File: src/rtl/seg_scan_pkg.sv
// Shared constants and types for the multiplexed seven-segment scan display.
// Glyph bytes are {dp,g,f,e,d,c,b,a}, active-high.
package seg_scan_pkg;

  localparam logic [7:0] SEG_BLANK = 8'h00;
  localparam logic [7:0] GLYPH_0   = 8'h3F;
  localparam logic [7:0] GLYPH_1   = 8'h06;
  localparam logic [7:0] GLYPH_2   = 8'h5B;
  localparam logic [7:0] GLYPH_3   = 8'h4F;
  localparam logic [7:0] GLYPH_4   = 8'h66;
  localparam logic [7:0] GLYPH_5   = 8'h6D;
  localparam logic [7:0] GLYPH_6   = 8'h7D;
  localparam logic [7:0] GLYPH_7   = 8'h07;
  localparam logic [7:0] GLYPH_8   = 8'h7F;
  localparam logic [7:0] GLYPH_9   = 8'h6F;
  localparam logic [7:0] GLYPH_A   = 8'h77;
  localparam logic [7:0] GLYPH_B   = 8'h7C;
  localparam logic [7:0] GLYPH_C   = 8'h39;
  localparam logic [7:0] GLYPH_D   = 8'h5E;
  localparam logic [7:0] GLYPH_E   = 8'h79;
  localparam logic [7:0] GLYPH_F   = 8'h71;

  typedef enum logic {
    IDLE  = 1'b0,
    CLEAR = 1'b1
  } state_t;

  function automatic logic [7:0] hex_glyph(input logic [3:0] nib);
    case (nib)
      4'h0:    hex_glyph = GLYPH_0;
      4'h1:    hex_glyph = GLYPH_1;
      4'h2:    hex_glyph = GLYPH_2;
      4'h3:    hex_glyph = GLYPH_3;
      4'h4:    hex_glyph = GLYPH_4;
      4'h5:    hex_glyph = GLYPH_5;
      4'h6:    hex_glyph = GLYPH_6;
      4'h7:    hex_glyph = GLYPH_7;
      4'h8:    hex_glyph = GLYPH_8;
      4'h9:    hex_glyph = GLYPH_9;
      4'hA:    hex_glyph = GLYPH_A;
      4'hB:    hex_glyph = GLYPH_B;
      4'hC:    hex_glyph = GLYPH_C;
      4'hD:    hex_glyph = GLYPH_D;
      4'hE:    hex_glyph = GLYPH_E;
      4'hF:    hex_glyph = GLYPH_F;
      default: hex_glyph = SEG_BLANK;
    endcase
  endfunction

endpackage

File: src/rtl/seg_hex_decode.sv
// Combinational nibble-to-glyph decoder with a blanking override.
module seg_hex_decode
  import seg_scan_pkg::*;
(
  input  logic [3:0] i_nibble,
  input  logic       i_blank,
  output logic [7:0] o_seg
);

  // Blank wins over the glyph lookup
  always_comb begin
    if (i_blank) begin
      o_seg = SEG_BLANK;
    end else begin
      o_seg = hex_glyph(i_nibble);
    end
  end

endmodule

File: src/rtl/seg_scan_display.sv
// Banked hex value store scanned one slot at a time onto per-bank digit groups.
// Optional leading-zero blanking is enabled by defining SEG_SCAN_LZ_BLANK_EN.
module seg_scan_display
  import seg_scan_pkg::*;
#(
  parameter int NUM_SLOTS = 8,
  parameter int NUM_BANKS = 2,
  parameter int DIGITS    = 4,
  parameter int SCAN_DIV  = 1024,
  localparam int SLOT_W   = $clog2(NUM_SLOTS),
  localparam int BANK_W   = (NUM_BANKS > 1) ? $clog2(NUM_BANKS) : 1,
  localparam int VAL_W    = DIGITS * 4,
  localparam int SEG_W    = NUM_BANKS * DIGITS * 8
) (
  input  logic              clock,
  input  logic              reset,
  input  logic              wr_valid,
  output logic              wr_ready,
  input  logic [SLOT_W-1:0] wr_slot,
  input  logic [BANK_W-1:0] wr_bank,
  input  logic [VAL_W-1:0]  wr_data,
  input  logic              clr,
  output logic [SEG_W-1:0]  seg,
  output logic [NUM_SLOTS-1:0] slot_sel,
  output logic              busy
);

  localparam int DIV_W = $clog2(SCAN_DIV);

  state_t                r_state;
  logic [SLOT_W-1:0]     r_sweep_idx;
  logic                  r_wr_ready;
  logic                  r_busy;
  logic [DIV_W-1:0]      r_presc;
  logic [SLOT_W-1:0]     r_scan_idx;
  logic [VAL_W-1:0]      r_value [NUM_BANKS][NUM_SLOTS];
  logic [NUM_SLOTS-1:0]  r_valid [NUM_BANKS];
  logic [SEG_W-1:0]      r_seg;
  logic [NUM_SLOTS-1:0]  r_slot_sel;
  logic [SEG_W-1:0]      w_seg;
  logic                  w_wr_fire;

  assign w_wr_fire = wr_valid & r_wr_ready;

  always_ff @(posedge clock or posedge reset) begin
    if (reset) begin
      r_state     <= IDLE;
      r_sweep_idx <= '0;
      r_wr_ready  <= 1'b1;
      r_busy      <= 1'b0;
    end else begin
      case (r_state)
        IDLE: begin
          if (clr) begin
            r_state     <= CLEAR;
            r_sweep_idx <= '0;
            r_wr_ready  <= 1'b0;
            r_busy      <= 1'b1;
          end
        end
        CLEAR: begin
          if (int'(r_sweep_idx) == NUM_SLOTS - 1) begin
            r_state     <= IDLE;
            r_sweep_idx <= '0;
            r_wr_ready  <= 1'b1;
            r_busy      <= 1'b0;
          end else begin
            r_sweep_idx <= r_sweep_idx + SLOT_W'(1);
          end
        end
        default: begin
          r_state     <= IDLE;
          r_sweep_idx <= '0;
          r_wr_ready  <= 1'b1;
          r_busy      <= 1'b0;
        end
      endcase
    end
  end

  // Out-of-range slot/bank writes match no entry, so they are dropped silently
  always_ff @(posedge clock or posedge reset) begin
    if (reset) begin
      for (int b = 0; b < NUM_BANKS; b++) begin
        r_valid[b] <= '0;
        for (int s = 0; s < NUM_SLOTS; s++) begin
          r_value[b][s] <= '0;
        end
      end
    end else begin
      for (int b = 0; b < NUM_BANKS; b++) begin
        for (int s = 0; s < NUM_SLOTS; s++) begin
          if (r_state == CLEAR && s == int'(r_sweep_idx)) begin
            r_valid[b][s] <= 1'b0;
            r_value[b][s] <= '0;
          end else if (w_wr_fire && b == int'(wr_bank) && s == int'(wr_slot)) begin
            r_valid[b][s] <= 1'b1;
            r_value[b][s] <= wr_data;
          end
        end
      end
    end
  end

  // Scan prescaler and slot index run in every state
  always_ff @(posedge clock or posedge reset) begin
    if (reset) begin
      r_presc    <= '0;
      r_scan_idx <= '0;
    end else if (int'(r_presc) == SCAN_DIV - 1) begin
      r_presc <= '0;
      if (int'(r_scan_idx) == NUM_SLOTS - 1) begin
        r_scan_idx <= '0;
      end else begin
        r_scan_idx <= r_scan_idx + SLOT_W'(1);
      end
    end else begin
      r_presc <= r_presc + DIV_W'(1);
    end
  end

  genvar gb, gd;
  generate
    for (gb = 0; gb < NUM_BANKS; gb++) begin : g_bank
      logic [VAL_W-1:0] w_value;
      logic             w_valid;
      assign w_value = r_value[gb][r_scan_idx];
      assign w_valid = r_valid[gb][r_scan_idx];
      for (gd = 0; gd < DIGITS; gd++) begin : g_digit
        logic w_lead_zero;
        logic w_blank;
`ifdef SEG_SCAN_LZ_BLANK_EN
        // The rightmost digit always shows, so a zero value reads "0"
        if (gd < DIGITS - 1) begin : g_lz
          assign w_lead_zero = (w_value[VAL_W-1 -: 4*(gd+1)] == '0);
        end else begin : g_last
          assign w_lead_zero = 1'b0;
        end
`else
        assign w_lead_zero = 1'b0;
`endif
        assign w_blank = ~w_valid | w_lead_zero;
        seg_hex_decode u_dec (
          .i_nibble (w_value[VAL_W-1-4*gd -: 4]),
          .i_blank  (w_blank),
          .o_seg    (w_seg[(NUM_BANKS*DIGITS-1-(gb*DIGITS+gd))*8 +: 8])
        );
      end
    end
  endgenerate

  // One-cycle registered display outputs
  always_ff @(posedge clock or posedge reset) begin
    if (reset) begin
      r_seg      <= '0;
      r_slot_sel <= NUM_SLOTS'(1);
    end else begin
      r_seg      <= w_seg;
      r_slot_sel <= NUM_SLOTS'(1) << r_scan_idx;
    end
  end

  assign seg      = r_seg;
  assign slot_sel = r_slot_sel;
  assign wr_ready = r_wr_ready;
  assign busy     = r_busy;

endmodule

File: config.mk
export PLATFORM = sky130hd
export DESIGN_NAME = seg_scan_display
export DESIGN_NICKNAME = d
export VERILOG_FILES = /design/src/rtl/seg_scan_pkg.sv /design/src/rtl/seg_hex_decode.sv /design/src/rtl/seg_scan_display.sv
export SDC_FILE = /design/constraint.sdc
export NUM_CORES = 1
export LEC_CHECK = 0
export ABC_AREA = 1
export CAP_MARGIN = 10
export CORE_ASPECT_RATIO = 0.9
export CORE_MARGIN = 5
export CORE_UTILIZATION = 40
export CTS_CLUSTER_SIZE = 8
export DETAILED_ROUTE_END_ITERATION = 16
export SETUP_SLACK_MARGIN = 0.05
export SLEW_MARGIN = 15
export SYNTH_ARGS = -nofsm -noshare
export SYNTH_HDL_FRONTEND = slang
export SYNTH_SLANG_ARGS = --single-unit
File: constraint.sdc
create_clock -name clock -period 32 [get_ports clock]
set_clock_uncertainty 0.05 [all_clocks]
set_input_delay 6.4 -clock clock [delete_from_list [all_inputs] [get_ports clock]]
set_output_delay 6.4 -clock clock [all_outputs]
set_load 0.05 [all_outputs]
==> metrics.csv, run 1 <==
metric;value;unit
sequential power share;0.347;
Top Family by Delay on Critical Path;buffers and inverters;
CTS tree;built;
Switching Fraction;0.4164;
DR DRC count;0;
gr ovfl total;0;
Tot Pwr;1956;µW
top-count cell post-synth;nand2_1;
Post-CTS Hold Buffers;0;
crit-path cells;clkdlybuf4s50_1;
Synth Cell Area;0.01881;mm²
# rows;75;
Slew Viols, Final;0;
top cells by area, synth;dfrtp_1 (47%), nand2_1 (15%), o21ai_0 (7.5%);
hpwl dp;36330;µm
hold path startpoint;r_value[3];
Async SR Flop Fraction;1.000;
Max VDD drop;0.04032;mV
Die W;238.6;µm
Most used DFF post-synth;dfrtp_1;
Clk network pwr share;0.252;
hold depth;2;
Synth top area share;0.4697;
cells after synthesis;2513;
Crit Reg-Reg Startpoint;r_scan_idx[0];
# placed instances;3119;
MaxCap Viol Count;0;
Psw;814.5;µW
run status;complete, no violations;
unrepaired setup endpoints after global routing;false;
Max transition margin;0.3457;
Max H-tree Level;2;
proportion of layout cells with a drive suffix above 1;0.05004;
Layout area overhead;13.67;%
Hold EP;r_value[3];
clk sinks;355;
Max stage delay cell, worst path;clkdlybuf4s50_1;
CP arrival;1930;ps
n_diodes;0;
Hold Fails Final Rpt;0;
Die H;215.7;µm
worst-path fanout max;4;
power share of the combinational group;0.401;
Crit Path Category;register to primary output;
# resized after CTS;0;
worst r2r path cells;13;
port bufs;89;
Final nets;2640;
Post-synth EDFFs;0;
startpoint types;register;
HP Class;register to register;
GPL Wtd Cong;0.8798;
WL per Instance;16.60;µm
clock root buffer;clkbuf_16;
Lkg Pwr;0.01083;µW
Fin Hold WS;424.1;ps
internal power;1142;µW
Mapped Avg Cell Area;7.484;µm²
Setup TNS;0;ps
Buf+Inv Stages, Crit Path;1;
pwr/cell area;91.51;mW/mm²
worst endpoint required time;25550;ps
synthesis-stage register bit count;355;
WL final;53010;µm
Synth area leader;dfrtp_1;
Unique masters post-synth;33;
Clk Latency, worst-skew pair;600;ps
drt first pass iters;6;
clock buffer depth;3;
Setup violations, final;0;
Num CTS Buffers;50;
period utilization;0.2620;
GRT Total Usage;0.2070;
FF-to-FF End;seg[32];
post-layout min period;8383;ps
Vias/cell;5.023;
Synth top cells by count;nand2_1 (774), dfrtp_1 (353), inv_1 (351);
via count;16040;
Worst Setup End Kind;primary output;
Initial Util;0.4041;
sequential area share after synthesis;0.4725;
boundary pin count;98;
initial drt markers;1554;
Crit path largest cell delay;800;ps
Worst-path clk slew;50;ps
Worst-Margin Slew;981.5;ps
Post-CTS Setup Inserts;0;
antenna violations before repair;0;
flop2flop setup slack;28480;ps
post-route ant nets;0;
largest net degree at the start of global routing;180;
vias in the first global route;15410;
Core Area;0.04654;mm²
Die Area;0.05146;mm²
FMAX;119.3;MHz
Ys Warns;0;
first-pass GRT wire length;85570;µm
post-route insts no fill;3194;
area by class of cell:
cell class | instances | area (µm²)
Sequential cell | 355 | 8892
Clock inverter | 3 | 62.56
Inverter | 364 | 1376
Fill cell | 4696 | 25170
Clock buffer | 72 | 1355
Tap cell | 616 | 770.7
Multi-Input combinational cell | 1680 | 7904
Timing Repair Buffer | 104 | 1016
registers in the layout, indices dropped and copies added (netlist names):
| name | cells |
|---|---|
| r_scan_idx | 3 |
| r_valid | 16 |
| r_sweep_idx | 3 |
| r_state | 1 |
| r_presc | 10 |
| wr_ready | 1 |
| r_value | 256 |
| busy | 1 |
| slot_sel | 8 |
| seg | 56 |
metal layers:
layer	up-vias	wire, µm	GRT usage
met5	-	0	0
met4	0	1312	0.06274
met3	71	4378	0.03829
met2	520	22740	0.3108
met1	7538	24570	0.3059
li1	7914	-	-
per-stage QoR:
stage	util	area (µm²)	setup slack (ps)
after floorplan	-	18830	15700
after detailed placement	0.4288	19960	23240
after CTS	0.4593	21380	23580
final	0.4593	21380	23620
after global routing	0.4593	21380	23570
after global placement	0.4288	19960	23290
cells by family (layout without fill, tap and decap cells):
logic type | Yosys count | in the layout | share of synthesized area
and+or+nand+nor | 1198 | 1198 | 0.2638
buffers and inverters | 485 | 543 | 0.1089
other | 1 | 8 | 0.0001994
adders and majority gates | 61 | 61 | 0.04058
DFF | 355 | 355 | 0.4725
AOI/OAI and AO/OA | 407 | 407 | 0.1112
xor gates and xnor gates | 6 | 6 | 0.002794
cells in the final DEF (no fill, tap or decap), drive strengths merged, types with 4 or more instances in the layout:
cell type	synthesis	final
nand2	795	795
inv	364	364
dfrtp	353	353
o21ai	310	310
nand3	232	232
nor2	152	152
clkdlybuf4s50	0	89
a21oi	77	77
clkbuf	36	72
ha	61	61
o211ai	18	18
buf	85	15
nor3	13	13
conb	1	8
xor2	4	4
tightest hold or removal path, delay by kind of cell (launching register included):
| kind | cells | cell delay, ps |
|---|---|---|
| flip-flops | 1 | 340 |
| AND/OR/NAND/NOR | 2 | 110 |
power groups by stage:
| stage | combinational (µW) | clock (µW) | sequential (µW) |
|---|---|---|---|
| after floorplan | 457 | 0 | 777 |
| after global placement | 764 | 0 | 681 |
| after detailed placement | 780 | 0 | 686 |
| after CTS | 784 | 506 | 679 |
| after global routing | 883 | 527 | 696 |
| final | 784 | 493 | 679 |
how the worst max path moves through the flow:
stage,startpoint,depth (start not counted),slack [ps],to
after floorplan,reset,1,15700,busy
after global placement,wr_slot[0],8,23290,r_value[1]
after detailed placement,wr_slot[1],8,23240,r_value[13]
after CTS,wr_ready,1,23580,wr_ready
after global routing,wr_ready,1,23570,wr_ready
final,wr_ready,1,23620,wr_ready
Power figures use the tool's default switching activity.
==> run 2: changes to the inputs <==
==> constraint.sdc (replaced) <==
create_clock -name clock -period 8.39 [get_ports clock]
set_clock_uncertainty 0.05 [all_clocks]
set_input_delay 1.678 -clock clock [delete_from_list [all_inputs] [get_ports clock]]
set_output_delay 1.678 -clock clock [all_outputs]
set_load 0.05 [all_outputs]
==> run 2 against run 1 <==
  * Sequential share of layout area grew 0.14 points
  * Count of clock-buffer cells in the layout shrank 7
  * Non-clock buffer count is the same
  * Total power grew to 3.8 times the previous value
  * Largest cell class unchanged
  * Largest power group unchanged
  * Highest routed layer unchanged
==> metrics.csv, run 2 (same netlist as run 1, synthesis figures left out) <==
metric;value;unit;change
Die H;215.7;µm;unchanged
CTS tree;built;;unchanged
Initial Util;0.4041;;unchanged
Slew Viols, Final;0;;unchanged
GR peak layer;met2;;unchanged
Setup TNS;0;ps;unchanged
Clk Latency, worst-skew pair;580;ps;was 600 ps
MaxCap Viol Count;0;;unchanged
antenna violations before repair;0;;unchanged
Worst Setup End Kind;primary output;;unchanged
Max transition margin;0.3167;;was 0.3457
crit path setup slack, layout;4722;ps;was 23620 ps
via count;15970;;was 16040
Die Area;0.05146;mm²;unchanged
Lkg Pwr;0.01080;µW;was 0.01083 µW
# resized after CTS;0;;unchanged
first-pass GRT wire length;83990;µm;was 85570 µm
GRT Total Usage;0.2033;;was 0.2070
WL per Instance;16.65;µm;was 16.60 µm
clock root buffer;clkbuf_16;;unchanged
Setup violations, final;0;;unchanged
Post-DP Area;0.01996;mm²;about the same
initial drt markers;1349;;was 1554
crit-path cells;clkdlybuf4s50_1;;unchanged
run status;complete, no violations;;unchanged
pwr/cell area;347.7;mW/mm²;was 91.51 mW/mm²
Top Family by Delay on Critical Path;buffers and inverters;;unchanged
boundary pin count;98;;unchanged
Layout area overhead;13.29;%;was 13.67%
Worst-Margin Slew;1025;ps;was 981.5 ps
Worst-path clk slew;50;ps;about the same
Core Area;0.04654;mm²;unchanged
Buf+Inv Stages, Crit Path;1;;unchanged
post-layout min period;3668;ps;
hpwl dp;36960;µm;was 36330 µm
FMAX;272.6;MHz;
Vias/cell;5.015;;was 5.023
worst-path fanout max;4;;unchanged
Post-CTS Setup Inserts;0;;unchanged
Crit path largest cell delay;810;ps;was 800 ps
DR DRC count;0;;unchanged
# rows;75;;unchanged
Max stage delay cell, worst path;clkdlybuf4s50_1;;unchanged
startpoint types;register;;unchanged
proportion of layout cells with a drive suffix above 1;0.04982;;was 0.05004
Hold Fails Final Rpt;0;;unchanged
period utilization;0.4372;;
drt first pass iters;5;;was 6
HP Class;register to register;;unchanged
DP Worst Slack;4330;ps;was 23240 ps
Crit Path Category;register to primary output;;unchanged
CP arrival;1940;ps;was 1930 ps
most frequent cells in the layout;nand2_1 (774), inv_1 (350), dfrtp_1 (350);;unchanged
GR Layer Usage met1;0.2996;;was 0.3059
Die W;238.6;µm;unchanged
gr ovfl total;0;;unchanged
unrepaired setup endpoints after global routing;false;;unchanged
Final nets;2640;;unchanged
worst endpoint required time;6660;ps;was 25550 ps
largest net degree at the start of global routing;128;;was 180
# placed instances;3119;;unchanged
Final Instance Area;0.02131;mm²;was 0.02138 mm²
vias in the first global route;15220;;was 15410
post-route insts no fill;3185;;was 3194
port bufs;89;;unchanged
Num CTS Buffers;50;;unchanged
WL final;53030;µm;was 53010 µm
GPL Wtd Cong;0.8837;;was 0.8798
Max H-tree Level;2;;unchanged
grt met3 use;0.04532;;was 0.03829
most common cell after layout, fill and taps aside;nand2_1;;unchanged
Max VDD drop;0.1341;mV;was 0.04032 mV
clk sinks;355;;unchanged
Largest Register;r_value;;unchanged
met2 usage;0.3024;;was 0.3108
Post-CTS Hold Buffers;0;;unchanged
post-route ant nets;0;;unchanged
Filler cells;4697;;was 4696
n_diodes;0;;unchanged
max FFs per register;256;;unchanged
clock buffer depth;3;;unchanged
run 2: cell type report:
type	count	area [µm²]	area share
Sequential cell	355	8892	0.4173
Multi-Input combinational cell	1680	7904	0.3710
Inverter	364	1373	0.06442
Clock buffer	65	1339	0.06283
Timing Repair Buffer	104	1020	0.04786
Tap cell	616	770.7	0.03617
Clock inverter	1	8.758	0.0004111
run 2: worst paths after layout:
kind | startpoint | to | slack [ps] | cells past startpoint
worst min-delay path | r_value[207] | r_value[207] | 420 | 2
max in group asynchronous | reset | r_value[116] | 5430 | 3
worst max-delay path | wr_ready | wr_ready | 4720 | 1
worst max register to register | r_scan_idx[0] | seg[3] | 4920 | 9
min in group asynchronous | reset | r_value[191] | 1560 | 2
worst min register to register | r_value[207] | r_value[207] | 420 | 2
run 2: routing by layer:
layer  routed length, µm  vias to the layer above
met3                4009                       77
li1                    -                     7897
met2               22460                      454
met4                1348                        0
met1               25210                     7546
met5                   0                        -
run 2: worst register-to-register path: cells and delay by family, from the launching register on:
family	cells	cell delay [ps]
buffers and inverters	2	990
flip-flops	1	920
AND/OR/NAND/NOR	4	630
AO/OA/AOI/OAI	2	580
adder cells (fa/ha/maj)	1	180
run 2: metrics by stage:
stage / utilization / power, µW / hold slack [ps]
2_1_floorplan: - / 4708 / 392.2
3_3_place_gp: 0.4287 / 5518 / 404.8
3_5_place_dp: 0.4287 / 5591 / 408.9
4_1_cts: 0.4577 / 7453 / 421.7
5_1_grt: 0.4578 / 7939 / 443.6
6_report: 0.4578 / 7408 / 424.5
run 2: report_power, final:
part	internal, µW	switching [µW]	total (µW)
registers	2360	235	2600
logic	864	2130	2990
clock network	1090	732	1820
total	4310	3090	7410
==> run 3: changes to the inputs <==
==> constraint.sdc (replaced) <==
create_clock -name clock -period 3.2 [get_ports clock]
set_clock_uncertainty 0.05 [all_clocks]
set_input_delay 0.64 -clock clock [delete_from_list [all_inputs] [get_ports clock]]
set_output_delay 0.64 -clock clock [all_outputs]
set_load 0.05 [all_outputs]
==> run 3 against run 2 <==
  * Global-route usage grew 1.0 points
  * Worst setup slack lost 4300 ps
  * Die area is the same
  * Critical endpoint is now seg[30]
  * Cell count grew 1.0%
  * Count of clock-buffer cells in the layout shrank 2
  * Combinational power grew to 2.7 times the previous value
  * Design area grew 1.6%
  * Critical path type is now register to register
  * Sequential power grew to 2.6 times the previous value
  * Critical path depth grew 10
  * Sequential share of layout area shrank 0.65 points
  * Clock power grew to 2.6 times the previous value
  * Largest cell class unchanged
  * Hold slack gained 1.4 ps
==> metrics.csv, run 3 (same netlist as run 1, synthesis figures left out) <==
metric;value;unit;change
Die H;215.7;µm;unchanged
Core Area;0.04654;mm²;unchanged
unrepaired setup endpoints after global routing;false;;unchanged
Worst-Margin Slew;840.2;ps;was 1025 ps
pwr/cell area;903.9;mW/mm²;was 347.7 mW/mm²
HP Class;register to register;;unchanged
Slew Viols, Final;0;;unchanged
max FFs per register;256;;unchanged
grt met3 use;0.04672;;was 0.04532
clock buffer depth;3;;unchanged
run status;complete, no violations;;unchanged
Initial Util;0.4041;;unchanged
period utilization;0.8710;;
Final nets;2673;;was 2640
Post-CTS Setup Inserts;0;;unchanged
first-pass GRT wire length;87930;µm;was 83990 µm
DR DRC count;0;;unchanged
Worst-path clk slew;50;ps;about the same
initial drt markers;1441;;was 1349
drt first pass iters;6;;was 5
post-route ant nets;0;;unchanged
# rows;75;;unchanged
Layout area overhead;15.08;%;was 13.29%
Vias/cell;5.061;;was 5.015
largest net degree at the start of global routing;135;;was 128
Post-DP Area;0.02030;mm²;was 0.01996 mm²
boundary pin count;98;;unchanged
Filler cells;4707;;was 4697
Largest Register;r_value;;unchanged
antenna violations before repair;0;;unchanged
Max VDD drop;0.3696;mV;was 0.1341 mV
Worst Setup End Kind;register;;was primary output
met2 usage;0.3255;;was 0.3024
worst endpoint required time;3650;ps;was 6660 ps
Tot Pwr;19560;µW;was 7408 µW
Num CTS Buffers;50;;unchanged
worst-path fanout max;30;;was 4
GR peak layer;met2;;unchanged
clk sinks;355;;unchanged
most frequent cells in the layout;nand2_1 (774), inv_1 (350), dfrtp_1 (350);;unchanged
WL per Instance;17.14;µm;was 16.65 µm
Lkg Pwr;0.01099;µW;was 0.01080 µW
CTS tree;built;;unchanged
Final Instance Area;0.02164;mm²;was 0.02131 mm²
Die Area;0.05146;mm²;unchanged
Setup violations, final;0;;unchanged
Max transition margin;0.4378;;was 0.3167
GR Layer Usage met1;0.3041;;was 0.2996
WL final;55150;µm;was 53030 µm
hpwl dp;37930;µm;was 36960 µm
vias in the first global route;15910;;was 15220
port bufs;89;;unchanged
Fin Hold WS;425.9;ps;was 424.5 ps
startpoint types;register;;unchanged
clock root buffer;clkbuf_16;;unchanged
Crit Path Category;register to register;;was register to primary output
GRT Total Usage;0.2133;;was 0.2033
proportion of layout cells with a drive suffix above 1;0.06190;;was 0.04982
MaxCap Viol Count;0;;unchanged
Setup TNS;0;ps;unchanged
via count;16280;;was 15970
Clk Latency, worst-skew pair;580;ps;about the same
Post-CTS Hold Buffers;0;;unchanged
GPL Wtd Cong;0.8588;;was 0.8837
CP arrival;3230;ps;was 1940 ps
# resized after CTS;0;;unchanged
Max H-tree Level;2;;unchanged
Hold Fails Final Rpt;0;;unchanged
gr ovfl total;0;;unchanged
FMAX;358.8;MHz;
Die W;238.6;µm;unchanged
post-layout min period;2787;ps;
n_diodes;0;;unchanged
most common cell after layout, fill and taps aside;nand2_1;;unchanged
run 3: cell types whose count changed in the layout (fill, tap and decap cells not counted), sizes merged:
cell / change
clkinv: +1
clkbuf: -2
buf: +33
run 3: report_power, final:
part	total, µW	switching (µW)	internal, µW
registers	6790	607	6190
clock network	4750	1930	2830
logic	8010	5670	2340
run 3: worst paths after layout:
check | from | to | slack (ps) | cells past startpoint
min in group asynchronous | reset | r_value[172] | 530 | 3
setup reg to reg | r_scan_idx[0] | seg[30] | 410 | 11
max in group asynchronous | reset | r_scan_idx[0] | 1770 | 3
setup / recovery | r_scan_idx[0] | seg[30] | 410 | 11
hold / removal | r_value[203] | r_value[203] | 430 | 2
hold reg to reg | r_value[203] | r_value[203] | 430 | 2
run 3: layer usage:
layer	up-vias	wire length (µm)	part of all wire
li1	7970	-	-
met1	7688	25100	0.46
met2	529	24050	0.44
met3	93	4365	0.079
met4	0	1633	0.030
met5	-	0	0
run 3: area by class of cell:
type,instances,area (µm²),area share
Clock inverter,2,13.76,0.0006359
Timing Repair Buffer,137,1364,0.06301
Sequential cell,355,8892,0.4109
Clock buffer,63,1321,0.06105
Tap cell,616,770.7,0.03561
Multi-Input combinational cell,1680,7909,0.3654
Inverter,364,1373,0.06342
run 3: through the flow:
stage	setup WS, ps	cells	util
2_1_floorplan	-2245	2520	-
3_3_place_gp	411.0	3152	0.4362
3_5_place_dp	325.2	3152	0.4362
4_1_cts	449.6	3217	0.4649
5_1_grt	249.9	3217	0.4650
6_report	412.8	3217	0.4650
run 3: critical path, stage by stage, from the launching register on:
cell	delay, ps
dfrtp_4	600
inv_4	330
buf_4	360
nand2_1	90
nand3_1	80
nand3_1	80
nand2_1	290
inv_1	160
ha_1	260
nand3_1	130
nand3_1	100
a21oi_1	140
==> RTL change: new RTL, settings of run 3 <==
Make the reset (`reset`) synchronous in 4 clocked blocks.
--- a/src/rtl/seg_scan_display.sv
+++ b/src/rtl/seg_scan_display.sv
@@ -44,3 +44,3 @@
 
-  always_ff @(posedge clock or posedge reset) begin
+  always_ff @(posedge clock) begin
     if (reset) begin
@@ -81,3 +81,3 @@
   // Out-of-range slot/bank writes match no entry, so they are dropped silently
-  always_ff @(posedge clock or posedge reset) begin
+  always_ff @(posedge clock) begin
     if (reset) begin
@@ -105,3 +105,3 @@
   // Scan prescaler and slot index run in every state
-  always_ff @(posedge clock or posedge reset) begin
+  always_ff @(posedge clock) begin
     if (reset) begin
@@ -152,3 +152,3 @@
   // One-cycle registered display outputs
-  always_ff @(posedge clock or posedge reset) begin
+  always_ff @(posedge clock) begin
     if (reset) begin
Check against the original RTL: differs if reset is asserted again (counterexample within 4 cycles, from zero or initial values and one cycle with reset high); with reset held inactive, the same outputs for 4 cycles.
==> RTL change against run 3 <==
  * First-iteration DRC count is 31% lower
  * Routed wire length is 17% lower
  * Die area is 11% lower
  * Highest routed layer unchanged
  * Critical endpoint is now seg[44]$_SDFF_PP0_
  * Sequential cell count stayed put
  * Synthesized area is 11% lower
  * Largest cell class unchanged
  * Critical path depth stayed put
  * Hold slack worse by 0.020 ns
  * Maximum frequency is 2.3% higher
  * Setup slack better by 0.063 ns
  * Cell area is 8.7% lower
  * Critical path type unchanged
Power is not compared: it rests on default switching activity, and its combinational part moved more than twofold at a synthesized area within 25%.
==> RTL change: results (changes against run 3) <==
CTS
The number of cells upsized or downsized after cts came to 0 (unchanged). The clock latency at the later pin of the worst-skew pair is 0.56 ns (was 0.58 ns). The clock root buffer is clkbuf_16 (unchanged). The post-CTS setup buffer count is 0 (unchanged).

Global route
The global-route wire length before repair is 70200 um (was 87900 um). The maximum number of pins on one net before global-route repair was 72 (was 135). The number of global-route vias before repair is 12400 (was 15900). The global-route total usage across every layer is 19.4% (was 21.3%). The number of antenna violations at the first check in global routing is 0 (unchanged).

Min path
The cell depth of the worst hold path is 1 (was 2). The type of the tightest min-delay check is register to register (unchanged).

Placed design
The routability-driven placement congestion ratio came to 0.856 (was 0.859). The placed wire-length estimate is 27900 um (was 37900 um). The setup slack after placement is 0.243 ns (was 0.325 ns). The total instance count after detailed placement is 2438 (was 3152). The number of buffers inserted by port buffering is 89 (unchanged).

Setup path
The gate family responsible for the most delay along the worst path is compound AO/OA/AOI/OAI gates (was buffers and inverters). The longest individual stage delay on the worst path is 0.46 ns (was 0.60 ns). The largest fanout on the critical path is 38 (was 30). The standard cell with the maximum stage delay on the critical path is o21ai_1 (was dfrtp_4).

Drt
The total via count after detailed routing is 13100 (was 16300). The number of detailed-route iterations in the first pass came to 5 (was 6). The final routed wirelength across all metal layers is 45800 um (was 55100 um).

The detailed-route wire length per cell is 18.1 um (was 17.1 um). The violation count after the first detailed-routing iteration is 991 (was 1441).

Layout
The most flop-heavy register was r_value (unchanged). The number of filler instances in the final layout was 3908 (was 4707). The layout cell share with drive strength beyond 1 is 7.31% (was 6.19%). The total number of nets in the final design is 2035 (was 2673).

Synth
The synthesis warning total was 0 (unchanged). Synth cell count leaders: nor2_1, nand2_1, edfxtp_1 (was nand2_1, dfrtp_1, inv_1). The post-synthesis cell type count is 38 (was 33). The count of flip-flops with a built-in enable after synthesis came to 255 (was 0). The mean area per synthesized cell is 9.09 um^2 (was 7.48 um^2). The leading register cell type out of synthesis is edfxtp_1 (was dfrtp_1). Dominant cells by area after synthesis: edfxtp_1, dfxtp_1, nor2_1, nand2_1, ha_1 (was dfrtp_1, nand2_1, o21ai_0, inv_1, nand3_1). The sequential area share after synthesis is 57.7% (was 47.2%).

The async set or reset register ratio after synthesis is 0% (was 100%).

Timing
The slew at the pin with the worst max-slew slack is 0.736 ns (was 0.840 ns).

Outcome
Outcome: finished, final reports clean (unchanged).
-- RTL change: cell types whose count changed in the layout (fill, tap and decap cells not counted), moves of 11 or more --
cell	change
clkbuf_1	+26
nand2_1	-432
nand3_1	-97
o22ai_1	+11
nor2_1	+257
inv_1	-243
dfrtp_1	-350
o21ai_0	-153
edfxtp_1	+255
dfxtp_1	+98
-- RTL change: cells by family (layout without fill, tap and decap cells) --
logic type | count (synthesis) | in the layout | synth area share (%)
XOR/XNOR | 1 | 1 | 0.0524
adder cells (fa/ha/maj) | 68 | 68 | 5.08
AO/OA/AOI/OAI | 285 | 285 | 9.21
flip-flops | 355 | 355 | 57.7
other | 1 | 8 | 0.0224
AND/OR/NAND/NOR | 908 | 908 | 22.0
buffers and inverters | 222 | 358 | 5.94
-- RTL change: path summary, 6_finish.rpt --
check,slack [ns],to,startpoint
setup reg to reg,0.48,seg[44]$_SDFF_PP0_,r_scan_idx[0]$_SDFFE_PP0P_
setup / recovery,0.48,seg[44]$_SDFF_PP0_,r_scan_idx[0]$_SDFFE_PP0P_
hold / removal,0.41,r_presc[0]$_SDFF_PP0_,r_presc[0]$_SDFF_PP0_
hold reg to reg,0.41,r_presc[0]$_SDFF_PP0_,r_presc[0]$_SDFF_PP0_
-- RTL change: final cells by class --
class | count | area (um^2) | area share, %
flip-flops and latches | 355 | 9660 | 48.9
multi-input cells | 1270 | 6100 | 30.9
clock buffers | 90 | 1430 | 7.25
repair buffers | 145 | 1400 | 7.08
well taps | 547 | 684 | 3.46
inverters | 121 | 457 | 2.31
clock inverters | 2 | 13.8 | 0.0697
-- RTL change: through the flow --
stage	area (um^2)	utilization [%]	total power (W)
6_report	19800	47.5	0.0109
5_1_grt	19800	47.5	0.0113
4_1_cts	19800	47.5	0.0110
3_5_place_dp	18300	44.0	0.00610
3_3_place_gp	18300	44.0	0.00609
2_1_floorplan	16800	-	0.00581
-- RTL change: metal layers --
metal / up-vias / track usage [%] / wire (um) / part of all wire [%]
li1: 6330 / - / - / -
met5: - / 0 / 0 / 0
met2: 467 / 31.3 / 21400 / 47
met4: 0 / 4.21 / 702 / 1.5
met3: 60 / 4.12 / 3690 / 8.1
met1: 6268 / 27.0 / 20000 / 44
-- RTL change: power by group through the flow --
stage                     sequential [W]  clock, W  combinational (W)
after global routing             0.00517   0.00517           0.000940
after detailed placement         0.00525         0           0.000851
after global placement           0.00524         0           0.000842
after floorplan                  0.00532         0           0.000487
after CTS                        0.00516   0.00497           0.000856
final                            0.00516   0.00490           0.000853
